--- config.mk ---
export PLATFORM = sky130hd
export DESIGN_NAME = sram_port_arbiter_flat
export DESIGN_NICKNAME = d
export VERILOG_FILES = /design/src/rtl/cpu_bus_pkg.sv /design/src/rtl/sram_port_arbiter_if.sv /design/src/rtl/sram_port_arbiter.sv /design/src/flat_wrapper.sv
export SDC_FILE = /design/constraint.sdc
export NUM_CORES = 1
export LEC_CHECK = 0
export BUFFER_PORTS_ARGS = -buffer_cell sky130_fd_sc_hd__buf_4
export CAP_MARGIN = 0
export CORE_AREA = 2 2 105 107
export DETAILED_ROUTE_END_ITERATION = 7
export DIE_AREA = 0 0 107 109
export GPL_ROUTABILITY_DRIVEN = 1
export PLACE_DENSITY = 0.52
export SKIP_LAST_GASP = 1
export SLEW_MARGIN = 20
export SYNTH_ARGS = -nofsm -noshare
export SYNTH_HDL_FRONTEND = slang
export SYNTH_SLANG_ARGS = --single-unit
--- constraint.sdc ---
create_clock -name clk -period 2.55 [get_ports clk]
set_input_delay 0.6375 -clock clk [delete_from_list [all_inputs] [get_ports clk]]
set_output_delay 0.6375 -clock clk [all_outputs]
set_load 0.02 [all_outputs]
--- src/rtl/cpu_bus_pkg.sv ---
// Shared CPU bus types: arbiter grant/state encodings and fetch bus widths.
package cpu_bus_pkg;

    localparam int INST_ADDR_W = 32;
    localparam int INST_DATA_W = 32;

    typedef enum logic {
        GNT_IF  = 1'b0,
        GNT_MEM = 1'b1
    } grant_e;

    typedef enum logic {
        IDLE = 1'b0,
        BUSY = 1'b1
    } arb_state_e;

endpackage

--- src/rtl/sram_port_arbiter_if.sv ---
// Bundles the fetch port, data port and shared SRAM port of the arbiter.
interface sram_port_arbiter_if #(
    parameter int ADDR_W = 32,
    parameter int DATA_W = 32
);
    logic                  if_req;
    logic [ADDR_W-1:0]     if_addr;
    logic [DATA_W-1:0]     if_rdata;
    logic                  if_ready;
    logic                  if_stall;

    logic                  mem_req;
    logic                  mem_we;
    logic [DATA_W/8-1:0]   mem_sel;
    logic [ADDR_W-1:0]     mem_addr;
    logic [DATA_W-1:0]     mem_wdata;
    logic [DATA_W-1:0]     mem_rdata;
    logic                  mem_ready;
    logic                  mem_stall;

    logic                  ram_ce;
    logic                  ram_we;
    logic [DATA_W/8-1:0]   ram_sel;
    logic [ADDR_W-1:0]     ram_addr;
    logic [DATA_W-1:0]     ram_wdata;
    logic [DATA_W-1:0]     ram_rdata;

    // Arbiter side.
    modport slave (
        input  if_req, if_addr, mem_req, mem_we, mem_sel, mem_addr, mem_wdata, ram_rdata,
        output if_rdata, if_ready, if_stall, mem_rdata, mem_ready, mem_stall,
        output ram_ce, ram_we, ram_sel, ram_addr, ram_wdata
    );

    // Core + memory side.
    modport master (
        output if_req, if_addr, mem_req, mem_we, mem_sel, mem_addr, mem_wdata, ram_rdata,
        input  if_rdata, if_ready, if_stall, mem_rdata, mem_ready, mem_stall,
        input  ram_ce, ram_we, ram_sel, ram_addr, ram_wdata
    );
endinterface

--- src/rtl/sram_port_arbiter.sv ---
// Shares one single-port SRAM between instruction fetch and the MEM stage;
// data has priority, IF is forced through after STARVE_LIMIT back-to-back data wins.
module sram_port_arbiter
    import cpu_bus_pkg::*;
#(
    parameter int ADDR_W       = INST_ADDR_W,
    parameter int DATA_W       = INST_DATA_W,
    parameter int LATENCY      = 1,
    parameter int STARVE_LIMIT = 4
) (
    input  logic               clk,
    input  logic               rst,
    sram_port_arbiter_if.slave bus
);
    localparam int              SW         = (STARVE_LIMIT > 0) ? $clog2(STARVE_LIMIT + 1) : 1;
    localparam logic [SW-1:0]   STARVE_MAX = SW'(STARVE_LIMIT);
    localparam logic [3:0]      CNT_INIT   = 4'(LATENCY);

    arb_state_e    state_q;
    grant_e        gnt_q;
    logic [3:0]    cnt_q;
    logic [SW-1:0] starve_q, starve_d;

    logic issue, win_if, win_mem, done;

    always_comb begin
        issue   = !rst && (state_q == IDLE) && (bus.if_req || bus.mem_req);
        win_if  = bus.if_req && (!bus.mem_req || (STARVE_LIMIT != 0 && starve_q == STARVE_MAX));
        win_mem = issue && !win_if;
        done    = !rst && (state_q == BUSY) && (cnt_q == 4'd1);

        // Only data wins that actually make IF wait count toward starvation.
        starve_d = starve_q;
        if (win_if || !bus.if_req)
            starve_d = '0;
        else if (starve_q != STARVE_MAX)
            starve_d = starve_q + 1'b1;
    end

    // Issue-cycle SRAM drive comes straight from the winner.
    assign bus.ram_ce    = issue;
    assign bus.ram_we    = win_mem && bus.mem_we;
    assign bus.ram_sel   = !issue ? '0 : (win_if ? {(DATA_W/8){1'b1}} : bus.mem_sel);
    assign bus.ram_addr  = !issue ? {ADDR_W{1'b0}} : (win_if ? bus.if_addr : bus.mem_addr);
    assign bus.ram_wdata = win_mem ? bus.mem_wdata : '0;

    assign bus.if_ready  = done && (gnt_q == GNT_IF);
    assign bus.mem_ready = done && (gnt_q == GNT_MEM);
    assign bus.if_rdata  = bus.if_ready  ? bus.ram_rdata : '0;
    assign bus.mem_rdata = bus.mem_ready ? bus.ram_rdata : '0;
    assign bus.if_stall  = !rst && bus.if_req  && !bus.if_ready;
    assign bus.mem_stall = !rst && bus.mem_req && !bus.mem_ready;

    always_ff @(posedge clk or posedge rst) begin
        if (rst) begin
            state_q  <= IDLE;
            gnt_q    <= GNT_IF;
            cnt_q    <= '0;
            starve_q <= '0;
        end else begin
            case (state_q)
                IDLE: begin
                    if (issue) begin
                        gnt_q    <= win_if ? GNT_IF : GNT_MEM;
                        cnt_q    <= CNT_INIT;
                        starve_q <= starve_d;
                        state_q  <= BUSY;
                    end
                end
                BUSY: begin
                    cnt_q <= cnt_q - 4'd1;
                    if (cnt_q == 4'd1)
                        state_q <= IDLE;
                end
                default: state_q <= IDLE;
            endcase
        end
    end

endmodule

--- src/flat_wrapper.sv ---
// flat-port wrapper written by rule: the top's interface ports become plain ports
module sram_port_arbiter_flat import cpu_bus_pkg::*;
#(
    parameter int ADDR_W       = INST_ADDR_W,
    parameter int DATA_W       = INST_DATA_W,
    parameter int LATENCY      = 1,
    parameter int STARVE_LIMIT = 4
)
  (clk, rst, bus_if_req, bus_if_addr, bus_mem_req, bus_mem_we, bus_mem_sel, bus_mem_addr, bus_mem_wdata, bus_ram_rdata, bus_if_rdata, bus_if_ready, bus_if_stall, bus_mem_rdata, bus_mem_ready, bus_mem_stall, bus_ram_ce, bus_ram_we, bus_ram_sel, bus_ram_addr, bus_ram_wdata);
  sram_port_arbiter_if #(.ADDR_W(ADDR_W), .DATA_W(DATA_W)) bus_i ();
  input  logic clk;
  input  logic rst;
  input wire logic [$bits(bus_i.if_req)-1:0] bus_if_req;
  input wire logic [$bits(bus_i.if_addr)-1:0] bus_if_addr;
  input wire logic [$bits(bus_i.mem_req)-1:0] bus_mem_req;
  input wire logic [$bits(bus_i.mem_we)-1:0] bus_mem_we;
  input wire logic [$bits(bus_i.mem_sel)-1:0] bus_mem_sel;
  input wire logic [$bits(bus_i.mem_addr)-1:0] bus_mem_addr;
  input wire logic [$bits(bus_i.mem_wdata)-1:0] bus_mem_wdata;
  input wire logic [$bits(bus_i.ram_rdata)-1:0] bus_ram_rdata;
  output wire logic [$bits(bus_i.if_rdata)-1:0] bus_if_rdata;
  output wire logic [$bits(bus_i.if_ready)-1:0] bus_if_ready;
  output wire logic [$bits(bus_i.if_stall)-1:0] bus_if_stall;
  output wire logic [$bits(bus_i.mem_rdata)-1:0] bus_mem_rdata;
  output wire logic [$bits(bus_i.mem_ready)-1:0] bus_mem_ready;
  output wire logic [$bits(bus_i.mem_stall)-1:0] bus_mem_stall;
  output wire logic [$bits(bus_i.ram_ce)-1:0] bus_ram_ce;
  output wire logic [$bits(bus_i.ram_we)-1:0] bus_ram_we;
  output wire logic [$bits(bus_i.ram_sel)-1:0] bus_ram_sel;
  output wire logic [$bits(bus_i.ram_addr)-1:0] bus_ram_addr;
  output wire logic [$bits(bus_i.ram_wdata)-1:0] bus_ram_wdata;
  assign bus_i.if_req = bus_if_req;
  assign bus_i.if_addr = bus_if_addr;
  assign bus_i.mem_req = bus_mem_req;
  assign bus_i.mem_we = bus_mem_we;
  assign bus_i.mem_sel = bus_mem_sel;
  assign bus_i.mem_addr = bus_mem_addr;
  assign bus_i.mem_wdata = bus_mem_wdata;
  assign bus_i.ram_rdata = bus_ram_rdata;
  assign bus_if_rdata = bus_i.if_rdata;
  assign bus_if_ready = bus_i.if_ready;
  assign bus_if_stall = bus_i.if_stall;
  assign bus_mem_rdata = bus_i.mem_rdata;
  assign bus_mem_ready = bus_i.mem_ready;
  assign bus_mem_stall = bus_i.mem_stall;
  assign bus_ram_ce = bus_i.ram_ce;
  assign bus_ram_we = bus_i.ram_we;
  assign bus_ram_sel = bus_i.ram_sel;
  assign bus_ram_addr = bus_i.ram_addr;
  assign bus_ram_wdata = bus_i.ram_wdata;
  sram_port_arbiter #(.ADDR_W(ADDR_W), .DATA_W(DATA_W), .LATENCY(LATENCY), .STARVE_LIMIT(STARVE_LIMIT)) u_core (.clk(clk), .rst(rst), .bus(bus_i));
endmodule
==> results.json <==
{
  "final_antenna_net_count": 0,
  "path_buf_inv": 4,
  "cp.depth": 8,
  "cp.arrival_ps": 1840,
  "die_y_um": 109,
  "post-route-period-util_pct": 97.1,
  "grt-ovfl-total": 0,
  "placementRows": 38,
  "path_clk_slew_ps": 50,
  "num_vias": 2941,
  "hold_viol_final": 0,
  "postCtsHoldBufs": 0,
  "hold_class": "input pin to asynchronous set/reset pin",
  "synthTopCellsByCount": "and2_1 (98), nand3_1 (65), a21oi_1 (36)",
  "critPathMaxStageDelay_ps": 390,
  "detailed_place_hpwl_um": 7260,
  "drc": 0,
  "crit_path_cell_trace": "inv_2 > ha_4 > nand3b_4 > nor4b_4 > buf_4 > buf_12 > and2_1 > buf_4",
  "synth_area_leader_cell": "and2_1",
  "nNetsFinal": 688,
  "required_ps": 1910,
  "grt_pass1_vias": 2763,
  "start_util_pct": 17.2,
  "root_buffer": "clkbuf_8",
  "finalSetupViolCount": 0,
  "syn_area_per_cell_um2": 6.52,
  "yosysWarnings": 0,
  "die-area_um2": 11700,
  "reg2reg_depth": 4,
  "finalWirelength_um": 9090,
  "core_um2": 10600,
  "grt_max_degree": 35,
  "firstDrtPassIters": 4,
  "syn-num-nets": 421,
  "final_area_um2": 4190,
  "period_needed_ps": 2480,
  "place_area_um2": 4070,
  "drt-vias-per-instance": 4.29,
  "clock_path_buffers": 2,
  "antenna_cells": 0,
  "clock_latency_ps": 230,
  "ys_async_sr_fraction_pct": 100,
  "slew_headroom_pct": 76.7,
  "htree_levels": 1,
  "worst-slew-pin-transition_ps": 349,
  "fin_setup_tns_ps": 0,
  "wl_per_cell_um": 13.3,
  "grt_use_total_pct": 13.6,
  "powerDensity_nw_per_um2": 435,
  "cts_tree": "done",
  "cp_common_cell": "buf_4",
  "grt_pass1_wl_um": 13000,
  "synth_edf_count": 0,
  "worst_slack_ps": 74.2,
  "slew_violations": 0,
  "gp_congestion": 0.763,
  "syn_area_um2": 1830,
  "grt_antenna_before_repair": 0,
  "regArea_um2": 225,
  "synthTopCellsByArea": "and2_1 (34%), nand3_1 (18%), dfrtp_1 (12%)",
  "drive_above_1_share_pct": 54.8,
  "portBuffers": 274,
  "place_ws_ps": 207,
  "synthToLayoutAreaGrowth_pct": 129,
  "ys_seq_area_share_pct": 12.3,
  "die_w_um": 107,
  "first_iter_violations": 115,
  "status": "complete, no violations",
  "crit_slowest_cell": "dfrtp_1",
  "multiInputGateArea_um2": 1470,
  "worstSetupPathType": "register to output port",
  "cp_top_family": "buffers and inverters",
  "power_mw": 1.82,
  "cp-end-kind": "output port",
  "io_pins": 275,
  "yosys.cell_count.top_type": "and2_1",
  "clock_skew_ps": 0.413,
  "maxCapViolCount": 0,
  "fillers": 1086,
  "crit_fanout": 17,
  "syn_inst": 280,
  "synth_ff_type": "dfrtp_1",
  "synth.distinct_cells": 31,
  "clock_sinks": 9,
  "vdd_drop_max_mv": 0.199,
  "ys_seq_elements": 9,
  "numCtsBuffers": 3,
  "setup.worst_path.start_class": "register",
  "synth_largest_type_area_fraction_pct": 33.6,
  "p_leak_nw": 2.24,
  "max_freq_ghz": 0.404
}
## final cells by class
type,instances,share of cell area (%)
Sequential cell,9,5.38
Tap cell,140,4.19
Inverter,7,0.628
Multi-Input combinational cell,236,35.0
Timing Repair Buffer,290,53.7
Clock buffer,4,1.08
## where the power goes
group | internal, mW | leakage (nW) | switching, mW
Combinational | 0.655 | 2.10 | 0.695
Sequential | 0.208 | 0.113 | 0.0914
Clock | 0.109 | 0.0228 | 0.0610
Total | 0.972 | 2.24 | 0.847
## cells in the final DEF, fill, tap and decap left out, drive strengths merged
cell type	netlist	layout
a21oi	36	36
buf	11	289
o21a	4	4
and2	98	98
a21o	1	1
o21ai	4	4
nand3b	1	1
dfrtp	9	9
nor2	5	5
o2bb2ai	1	1
nand2	2	2
xor2	1	1
nor4b	2	2
or2	1	1
inv	7	7
clkbuf	17	5
nand3	65	65
a2111o	1	1
o211ai	2	2
or4b	1	1
ha	4	4
o211a	1	1
and4	1	1
nor3b	2	2
nor4	1	1
a32o	1	1
a21bo	1	1
## layer usage
metal  global-route usage (%)  wire length (um)  vias to the layer above
met4                     1.48                47                        0
li1                         -                 -                     1482
met2                     26.8              4960                      143
met1                     14.9              3340                     1312
met5                        0                 0                        -
met3                     3.59               742                        4
## state kept, by name, indices dropped and copies added, names as in the netlist
register	cells
u_core.starve_q	3
u_core.state_q	1
u_core.gnt_q	1
u_core.cnt_q	4
## what timing repair did
action,in CTS,in global routing
resized for setup,0,6
setup buffers,0,2
endpoints found under the hold margin,0,0
endpoints found under the setup margin,0,65
## tightest hold or removal path, stage by stage
cell   delay [ps]
buf_4         160
inv_1          80
buf_4         180
## through the flow
| step | hold WS, ps | utilization [%] | instances |
|---|---|---|---|
| after CTS | 480 | 38.8 | 683 |
| final | 481 | 39.5 | 686 |
| after global routing | 495 | 39.5 | 686 |
| after floorplan | 460 | - | 280 |
| after detailed placement | 501 | 38.4 | 679 |
| after global placement | 497 | 38.4 | 679 |
## final timing paths
kind                                      end  slack, ps          startpoint
max reg2reg                u_core.starve_q[0]        990      u_core.state_q
max in group asynchronous     u_core.cnt_q[1]       1930                 rst
min                              u_core.gnt_q        480                 rst
min reg2reg                u_core.starve_q[1]        530  u_core.starve_q[1]
max                          bus_mem_rdata[9]         70     u_core.cnt_q[1]
min in group clk           u_core.starve_q[1]        530  u_core.starve_q[1]
## cells by family after synthesis
logic type / count (synthesis) / share of synthesized area [%]
compound gates: 52 / 16.6
xor+xnor: 1 / 0.480
fa+ha+maj: 4 / 2.74
buf+inv: 35 / 8.77
flops: 9 / 12.3
simple gates: 179 / 59.1
Power figures use the tool's default switching activity.
